## src/rtl/spi_music_pkg.sv

```systemverilog
// Shared types and constants for the SPI control-word scheduler.
// Tags select which pending field a received word updates.
package spi_music_pkg;

  typedef enum logic [1:0] {
    IDLE,
    SHIFT,
    DECODE
  } spi_sched_state_t;

  localparam logic [1:0] TAG_FREQ = 2'b01;
  localparam logic [1:0] TAG_AMP  = 2'b10;
  localparam logic [1:0] TAG_MUTE = 2'b11;

  localparam int FRAME_BITS = 16;
  localparam int FREQ_W     = 14;
  localparam int AMP_W      = 8;

endpackage

```

## src/rtl/spi_pin_sync.sv

```systemverilog
// Synchronizes the three SPI pins into CLK_50Mhz and flags SCLK/CS edges.
// Sync chains run free so a CS held low across reset yields no false edge.
module spi_pin_sync #(
  parameter int SYNC_STAGES = 2
) (
  input  logic clk,
  input  logic reset,
  input  logic sclkPin,
  input  logic csPin,
  input  logic sdoPin,
  output logic csSync,
  output logic sdoSync,
  output logic sclkRise,
  output logic csFall,
  output logic csRise
);

  logic [SYNC_STAGES-1:0] sclkPipe;
  logic [SYNC_STAGES-1:0] csPipe;
  logic [SYNC_STAGES-1:0] sdoPipe;
  logic                   sclkSync;
  logic                   sclkPrev;
  logic                   csPrev;

  always_ff @(posedge clk) begin
    sclkPipe <= {sclkPipe[SYNC_STAGES-2:0], sclkPin};
    csPipe   <= {csPipe[SYNC_STAGES-2:0], csPin};
    sdoPipe  <= {sdoPipe[SYNC_STAGES-2:0], sdoPin};
    sclkPrev <= sclkSync;
    csPrev   <= csSync;
  end

  assign sclkSync = sclkPipe[SYNC_STAGES-1];
  assign csSync   = csPipe[SYNC_STAGES-1];
  assign sdoSync  = sdoPipe[SYNC_STAGES-1];

  always_ff @(posedge clk) begin
    if (reset) begin
      sclkRise <= 1'b0;
      csFall   <= 1'b0;
      csRise   <= 1'b0;
    end else begin
      sclkRise <= sclkSync & ~sclkPrev;
      csFall   <= ~csSync & csPrev;
      csRise   <= csSync & ~csPrev;
    end
  end

endmodule

```

## src/rtl/spi_sample_scheduler.sv

```systemverilog
// Receives tagged SPI control words and commits pending updates
// atomically on the audio sample tick.
module spi_sample_scheduler
  import spi_music_pkg::*;
#(
  parameter int         SYNC_STAGES       = 2,
  parameter logic [7:0] DEFAULT_AMPLITUDE = 8'd0
) (
  input  logic              CLK_50Mhz,
  input  logic              reset,
  input  logic              sampleTick,
  input  logic              input_SPI_SCLK,
  input  logic              input_SPI_CS_n,
  input  logic              input_SPI_SDO,
  output logic [FREQ_W-1:0] outputFrequencySample,
  output logic [AMP_W-1:0]  outputAmplitudeSample,
  output logic              outputMute,
  output logic              updateStrobe,
  output logic              inputLight,
  output logic [7:0]        frameErrorCount
);

  logic csSync, sdoSync, sclkRise, csFall, csRise;

  spi_pin_sync #(
    .SYNC_STAGES(SYNC_STAGES)
  ) u_sync (
    .clk     (CLK_50Mhz),
    .reset   (reset),
    .sclkPin (input_SPI_SCLK),
    .csPin   (input_SPI_CS_n),
    .sdoPin  (input_SPI_SDO),
    .csSync  (csSync),
    .sdoSync (sdoSync),
    .sclkRise(sclkRise),
    .csFall  (csFall),
    .csRise  (csRise)
  );

  assign inputLight = ~csSync;

  spi_sched_state_t        state, stateNext;
  logic [FRAME_BITS-1:0]   shift;
  logic [4:0]              bitCount;
  logic [FREQ_W-1:0]       pendFreq;
  logic [AMP_W-1:0]        pendAmp;
  logic                    pendMute;
  logic                    pendFreqV, pendAmpV, pendMuteV;
  logic                    wrFreq, wrAmp, wrMute, badFrame;
  logic [1:0]              tag;

  assign tag = shift[FRAME_BITS-1 -: 2];

  always_comb begin
    stateNext = state;
    wrFreq    = 1'b0;
    wrAmp     = 1'b0;
    wrMute    = 1'b0;
    badFrame  = 1'b0;
    unique case (state)
      IDLE:    if (csFall) stateNext = SHIFT;
      SHIFT:   if (csRise) stateNext = DECODE;
      DECODE: begin
        stateNext = IDLE;
        if (bitCount != 5'(FRAME_BITS)) begin
          badFrame = 1'b1;
        end else begin
          wrFreq   = (tag == TAG_FREQ);
          wrAmp    = (tag == TAG_AMP);
          wrMute   = (tag == TAG_MUTE);
          badFrame = (tag == 2'b00);
        end
      end
      default: stateNext = IDLE;
    endcase
  end

  always_ff @(posedge CLK_50Mhz) begin
    if (reset) state <= IDLE;
    else       state <= stateNext;
  end

  always_ff @(posedge CLK_50Mhz) begin
    if (reset) begin
      shift                 <= '0;
      bitCount              <= '0;
      pendFreq              <= '0;
      pendAmp               <= '0;
      pendMute              <= 1'b0;
      pendFreqV             <= 1'b0;
      pendAmpV              <= 1'b0;
      pendMuteV             <= 1'b0;
      outputFrequencySample <= '0;
      outputAmplitudeSample <= DEFAULT_AMPLITUDE;
      outputMute            <= 1'b0;
      updateStrobe          <= 1'b0;
      frameErrorCount       <= '0;
    end else begin
      if (state == IDLE && csFall) begin
        shift    <= '0;
        bitCount <= '0;
      end else if (state == SHIFT && !csRise && sclkRise) begin
        shift <= {shift[FRAME_BITS-2:0], sdoSync};
        if (bitCount != 5'd17) bitCount <= bitCount + 5'd1;
      end

      updateStrobe <= sampleTick & (pendFreqV | pendAmpV | pendMuteV);
      if (sampleTick) begin
        if (pendFreqV) begin
          outputFrequencySample <= pendFreq;
          pendFreqV             <= 1'b0;
        end
        if (pendAmpV) begin
          outputAmplitudeSample <= pendAmp;
          pendAmpV              <= 1'b0;
        end
        if (pendMuteV) begin
          outputMute <= pendMute;
          pendMuteV  <= 1'b0;
        end
      end

      // A decode in the tick cycle re-arms its flag after the commit clear
      if (wrFreq) begin
        pendFreq  <= shift[FREQ_W-1:0];
        pendFreqV <= 1'b1;
      end
      if (wrAmp) begin
        pendAmp  <= shift[AMP_W-1:0];
        pendAmpV <= 1'b1;
      end
      if (wrMute) begin
        pendMute  <= shift[0];
        pendMuteV <= 1'b1;
      end
      if (badFrame && frameErrorCount != 8'hFF)
        frameErrorCount <= frameErrorCount + 8'd1;
    end
  end

endmodule

```

## config.mk

```make
export PLATFORM = sky130hd
export DESIGN_NAME = spi_sample_scheduler
export DESIGN_NICKNAME = d
export VERILOG_FILES = /design/src/rtl/spi_music_pkg.sv /design/src/rtl/spi_pin_sync.sv /design/src/rtl/spi_sample_scheduler.sv
export SDC_FILE = /design/constraint.sdc
export NUM_CORES = 1
export LEC_CHECK = 0
export ABC_AREA = 0
export BUFFER_PORTS_ARGS = -buffer_cell sky130_fd_sc_hd__buf_2
export CAP_MARGIN = 20
export CORE_MARGIN = 5
export CORE_UTILIZATION = 25
export CTS_CLUSTER_DIAMETER = 80
export DETAILED_ROUTE_END_ITERATION = 16
export HOLD_SLACK_MARGIN = 0.02
export PLACE_DENSITY = 0.49
export REMOVE_ABC_BUFFERS = 1
export SLEW_MARGIN = 40
export SYNTH_ARGS = -nofsm -noshare
export SYNTH_HDL_FRONTEND = slang
export SYNTH_SLANG_ARGS = --single-unit
```

## constraint.sdc

```tcl
create_clock -name CLK_50Mhz -period 1.92 [get_ports CLK_50Mhz]
set_clock_uncertainty 0.1 [all_clocks]
set_input_delay 0.096 -clock CLK_50Mhz [delete_from_list [all_inputs] [get_ports CLK_50Mhz]]
set_output_delay 0.096 -clock CLK_50Mhz [all_outputs]
set_load 0.03 [all_outputs]
```

Word-level counts from Yosys, hierarchy flattened
Index checks and enable logic that the tools add are counted.
{"block": "word_totals", "word_cells": 74, "input_bits": 6, "output_inout_bits": 33, "ff_bits": 92}
{"block": "classes", "n_reduce_logical": 16, "bitwise_logic": 9, "n_eq_ne": 10, "mux": 15, "add_sub_neg": 2}
{"op": "1-bit two-way mux", "count": 12}
{"op": "5-bit != test, second input constant", "count": 2}
{"op": "2-bit AND reduction", "count": 5}
{"op": "8-bit by 1-bit adder with 8-bit output, second input constant", "count": 1}
{"op": "8-bit != test, second input constant", "count": 1}
{"op": "2-bit equality test, second input constant", "count": 3}
{"op": "2-bit nonzero test", "count": 3}
{"op": "5-bit by 1-bit adder with 5-bit output, second input constant", "count": 1}
{"op": "1-bit AND", "count": 4}
{"op": "2-bit by 1-bit equality test with 1-bit output, second input constant", "count": 2}
{"op": "1-bit logical AND", "count": 4}
{"op": "2-bit zero test", "count": 2}
{"op": "2-bit two-way mux", "count": 2}
{"op": "2-bit by 1-bit != test with 1-bit output, second input constant", "count": 2}
{"op": "2-bit one-hot mux with 2 select lines", "count": 1}
{"op": "1-bit inverter", "count": 3}
{"op": "1-bit OR", "count": 2}
{"op": "2-bit OR reduction", "count": 1}
{"op": "1-bit zero test", "count": 1}

Depth between registers and ports, before layout
{"block": "logic_depth", "depth_word": 4, "ltp_mapped": 7, "mapped_depth_nobuf": 6}

Modules after synthesis
From an unflattened synthesis, not the netlist that was laid out.
{"block": "hier_totals", "cells_unflattened": 370, "hier_area_um2": 3372.0}
{"mod": "spi_sample_scheduler", "cells_per_inst": 356, "area_each_um2": 3129.3, "seq_area_each_um2": 1621.6, "n_inst": 1}
{"mod": "spi_pin_sync", "cells_per_inst": 14, "area_each_um2": 242.7, "seq_area_each_um2": 220.2, "n_inst": 1}

Least setup slack after synthesis
OpenSTA, ideal clock, no wires.
{"block": "synth_timing", "kind": "register -> register", "from": "reg bitCount[0]", "to": "reg pendFreq[0]", "arrival_ns": 1.480, "period_less_slack_ns": 1.708, "required_time_ns": 1.692, "path_stages_with_launch": 8, "path_slack_ns": 0.212, "setup_time_ns": 0.128, "path_buffers": 1, "path_cell_list": "dfxtp_1 -> inv_1 -> ha_1 -> and4bb_2 -> nand4b_4 -> buf_4 -> mux2i_1 -> nor2_1"}
{"block": "synth_between", "elab_chain_cells": 3}
{"item": "start: declaration", "line": "spi_sample_scheduler.sv:44", "rtl": "logic [4:0] bitCount;"}
{"item": "start signal: assignment", "line": "spi_sample_scheduler.sv:104", "rtl": "if (bitCount != 5'd17) bitCount <= bitCount + 5'd1;"}
{"item": "5-bit != test", "line": "spi_sample_scheduler.sv:65", "rtl": "if (bitCount != 5'(FRAME_BITS)) begin"}
{"item": "1-bit two-way mux", "line": "spi_sample_scheduler.sv:65"}
{"item": "1-bit two-way mux", "line": "spi_sample_scheduler.sv:60", "rtl": "unique case (state)"}
{"item": "end signal: assignment", "line": "spi_sample_scheduler.sv:125", "rtl": "pendFreq <= shift[FREQ_W-1:0];"}
{"item": "end: declaration", "line": "spi_sample_scheduler.sv:45", "rtl": "logic [FREQ_W-1:0] pendFreq;"}
No other way between the ends.
A chain may end at the register's enable or synchronous reset.

Worst setup path after layout
{"block": "layout_timing", "from": "reg bitCount[0]", "to": "reg frameErrorCount[3]"}
{"block": "layout_between", "elab_chain_cells": 4}
{"item": "5-bit != test", "line": "spi_sample_scheduler.sv:65"}
{"item": "1-bit two-way mux", "line": "spi_sample_scheduler.sv:65"}
{"item": "1-bit two-way mux", "line": "spi_sample_scheduler.sv:60"}
{"item": "1-bit logical AND", "line": "spi_sample_scheduler.sv:136", "rtl": "if (badFrame && frameErrorCount != 8'hFF)"}
{"item": "end signal: assignment", "line": "spi_sample_scheduler.sv:137", "rtl": "frameErrorCount <= frameErrorCount + 8'd1;"}
{"item": "end: declaration", "line": "spi_sample_scheduler.sv:20", "rtl": "output logic [7:0] frameErrorCount"}
No other way between the ends.

==> flow_metrics.env <==
export IMPL_postCtsSetupBuffers=0
export IMPL_max_freq_ghz=0.572
export IMPL_layoutNonFillerInstCount=589
export IMPL_yosysMostFrequentCell="dfxtp_1"
export IMPL_grt_start_max_net_pins=39
export IMPL_p_sw_w=0.000817
export IMPL_cpMaxStageDelayCell="or4_1"
export IMPL_crit_path_end_kind="register"
export IMPL_initial_core_util_pct=25.5
export IMPL_peakVddDrop_v=0.000437
export IMPL_min_period_ps=1750
export IMPL_dp_cells=569
export IMPL_path_delay_family="simple AND/OR/NAND/NOR gates"
export IMPL_avgSynthCellArea_um2=9.23
export IMPL_min_path_type="input port to register"
export IMPL_htreeDepth=3
export IMPL_relSlewSlack_pct=62.9
export IMPL_synthCells=366
export IMPL_num_rows=42
export IMPL_die_area_mm2=0.0159
export IMPL_power_leakage_nw=1.69
export IMPL_clk_latency_ps=340
export IMPL_dpl_cell_area_mm2=0.00380
export IMPL_coreArea_mm2=0.0132
export IMPL_globalRoute_totalOverflow=0
export IMPL_place_congestion=0.725
export IMPL_finalPower_w=0.00369
export IMPL_start_kind="register"
export IMPL_synth_area_leaders="dfxtp_1, nand2_1, mux2i_1"
export IMPL_synth_edf_count=0
export IMPL_numClockSinks=92
export IMPL_slew_viol_final=0
export IMPL_rsz0062_at_grt="no"
export IMPL_netlist_top_cells_count="dfxtp_1, nand2_1, a21oi_1"
export IMPL_vias=2565
export IMPL_first_pass_iters=5
export IMPL_die_h_um=126
export IMPL_ios=39
export IMPL_path_buf_inv=1
export IMPL_synth_top_area_cell="dfxtp_1"
export IMPL_final_hold_violation_count=0
export IMPL_setup_tns_ps=0
export IMPL_status="completed"
export IMPL_seqPwrFrac_pct=52.2
export IMPL_nFillCells=1391
export IMPL_async_flop_share_pct=0
export IMPL_dp_hpwl_um=4750
export IMPL_grt_pass1_vias=2499
export IMPL_required_ps=2090
export IMPL_ys_types=42
export IMPL_clk_path_buf_depth=2
export IMPL_critical_path_max_fanout=8
export IMPL_die_w_um=126
export IMPL_wl_um=7030
export IMPL_clk_pin_slew_ps=70
export IMPL_clkPwrFrac_pct=45.9
export IMPL_maxCapViolCount=0
export IMPL_cp_cell_sequence="inv_1 > ha_1 > nand4bb_2 > o21ai_4 > or4_1 > a21oi_1"
export IMPL_power_density_mw_per_mm2=895
export IMPL_drc_errors=0
export IMPL_grt_util_all_layers_pct=9.34
export IMPL_synth_top_area_share_pct=54.5
export IMPL_yosys_register_bits=92
export IMPL_io_buffers=38
export IMPL_p_int_w=0.00288
export IMPL_cts_tree="yes"
export IMPL_tightest_slew_ps=555
export IMPL_synth_ff_type="dfxtp_1"
export IMPL_finalCritPeriodShare_pct=91.0
export IMPL_cts_buffers=9
export IMPL_arrival_ps=1920
export IMPL_wl_per_cell_um=11.9
export IMPL_antennaDiodeCount=0
export IMPL_synth_area_mm2=0.00338
export IMPL_yosysSeqAreaShare_pct=54.5
export IMPL_antenna_found_initial=0
export IMPL_path_class="register to register"
export IMPL_slowest_delay_ps=510
export IMPL_fin_area_mm2=0.00413
export IMPL_fin_nets=418
export IMPL_grt_first_pass_wirelength_um=12100
export IMPL_switching_share_pct=22.1
export IMPL_ys_warn_count=0
export IMPL_via_per_inst=4.35
export IMPL_area_growth_pct=22.2
export IMPL_drt_initial_drc_count=138
export IMPL_combPwrFrac_pct=1.9
export IMPL_cts_root_buf="clkbuf_16"
export IMPL_ant_nets=0
export IMPL_setup_viol=0
export IMPL_drive_gt1_share_pct=16.7
metal layers:
| layer | share of wire (%) | routed length (µm) | track usage, % | up-vias |
|---|---|---|---|---|
| li1 | - | - | - | 1328 |
| met1 | 50 | 3520 | 12.2 | 1180 |
| met2 | 43 | 3040 | 13.9 | 47 |
| met3 | 5.0 | 350 | 3.18 | 10 |
| met4 | 1.7 | 121 | 4.29 | 0 |
| met5 | 0 | 0 | 0 | - |
per-stage QoR:
step | hold slack (ps) | utilization (%) | setup slack (ps)
4_1_cts | 40.8 | 31.2 | 166
3_3_place_gp | 98.9 | 28.7 | 216
5_1_grt | 62.7 | 31.2 | 65.8
3_5_place_dp | 101 | 28.7 | 180
6_report | 53.9 | 31.2 | 172
2_1_floorplan | 23.7 | - | 151
state kept, by name, summed over array words and instances, names as in the netlist:
| register | cells |
|---|---|
| bitCount | 5 |
| pendAmp | 8 |
| pendFreq | 14 |
| pendMute | 1 |
| outputMute | 1 |
| u_sync.csPipe | 2 |
| shift | 16 |
| outputFrequencySample | 14 |
| pendAmpV | 1 |
| u_sync.sclkRise | 1 |
| u_sync.sdoPipe | 2 |
| u_sync.sclkPrev | 1 |
| u_sync.sclkPipe | 2 |
| pendMuteV | 1 |
| u_sync.csPrev | 1 |
| u_sync.csFall | 1 |
| frameErrorCount | 8 |
| u_sync.csRise | 1 |
| state | 2 |
| outputAmplitudeSample | 8 |
| pendFreqV | 1 |
| updateStrobe | 1 |
worst paths after layout:
path                                  startpoint                        to  slack [ps]  cells past startpoint
worst max-delay path                 bitCount[0]        frameErrorCount[3]         170                      6
worst min-delay path                  sampleTick  outputAmplitudeSample[1]          50                      3
worst max register to register       bitCount[0]        frameErrorCount[3]         170                      6
worst min register to register  u_sync.csPipe[0]          u_sync.csPipe[1]         230                      0
cell usage in the layout, fill, tap and decap left out, drive strengths merged:
| cell | instances |
|---|---|
| a211oi | 3 |
| a21oi | 45 |
| a311oi | 1 |
| a31oi | 2 |
| and2 | 1 |
| and2b | 1 |
| and3 | 1 |
| and4 | 1 |
| and4b | 1 |
| and4bb | 2 |
| buf | 47 |
| clkbuf | 11 |
| clkinv | 2 |
| clkinvlp | 1 |
| dfxtp | 92 |
| dlygate4sd3 | 4 |
| ha | 4 |
| inv | 7 |
| mux2i | 26 |
| nand2 | 74 |
| nand2b | 7 |
| nand3 | 12 |
| nand4 | 4 |
| nand4b | 2 |
| nand4bb | 2 |
| nor2 | 34 |
| nor3 | 4 |
| nor3b | 3 |
| nor4 | 1 |
| o2111ai | 1 |
| o211a | 1 |
| o21ai | 4 |
| o21bai | 2 |
| o31ai | 2 |
| or2b | 1 |
| or3 | 2 |
| or4 | 1 |
| xnor2 | 2 |
| xor2 | 2 |
timing repair:
item,CTS,global route
setup endpoints to repair,0,0
gates resized for setup,0,0
hold buffers,4,0
endpoints found under the hold margin,4,0
kinds of logic after synthesis:
| group | after synthesis | synth area share, % |
|---|---|---|
| AND/OR/NAND/NOR | 154 | 21.9 |
| flip-flops | 92 | 54.5 |
| AO/OA/AOI/OAI | 61 | 10.3 |
| multiplexers | 26 | 7.71 |
| buffers and inverters | 25 | 3.00 |
| XOR/XNOR | 4 | 1.04 |
| adder cells (fa/ha/maj) | 4 | 1.48 |
power by group through the flow:
stage	clock network (W)	logic (W)	registers, W
after global routing	0.00184	0.0000762	0.00193
final	0.00170	0.0000691	0.00193
after CTS	0.00176	0.0000700	0.00193
after global placement	0	0.0000626	0.00197
after detailed placement	0	0.0000635	0.00197
after floorplan	0	0.0000206	0.00197
tightest hold or removal path: cells and delay by family:
family,cells,cell delay [ps]
AOI/OAI and AO/OA,1,50
buffers and inverters,1,180
and+or+nand+nor,1,110
layout make-up:
type	instances	area [µm²]	area share, %
Timing Repair Buffer	51	323	7.83
Clock buffer	11	243	5.88
Inverter	5	18.8	0.455
Multi-Input combinational cell	249	1430	34.8
Sequential cell	92	1840	44.6
Tap cell	176	220	5.34
Clock inverter	5	45.0	1.09
No activity file was read; power rests on OpenSTA's default activity.
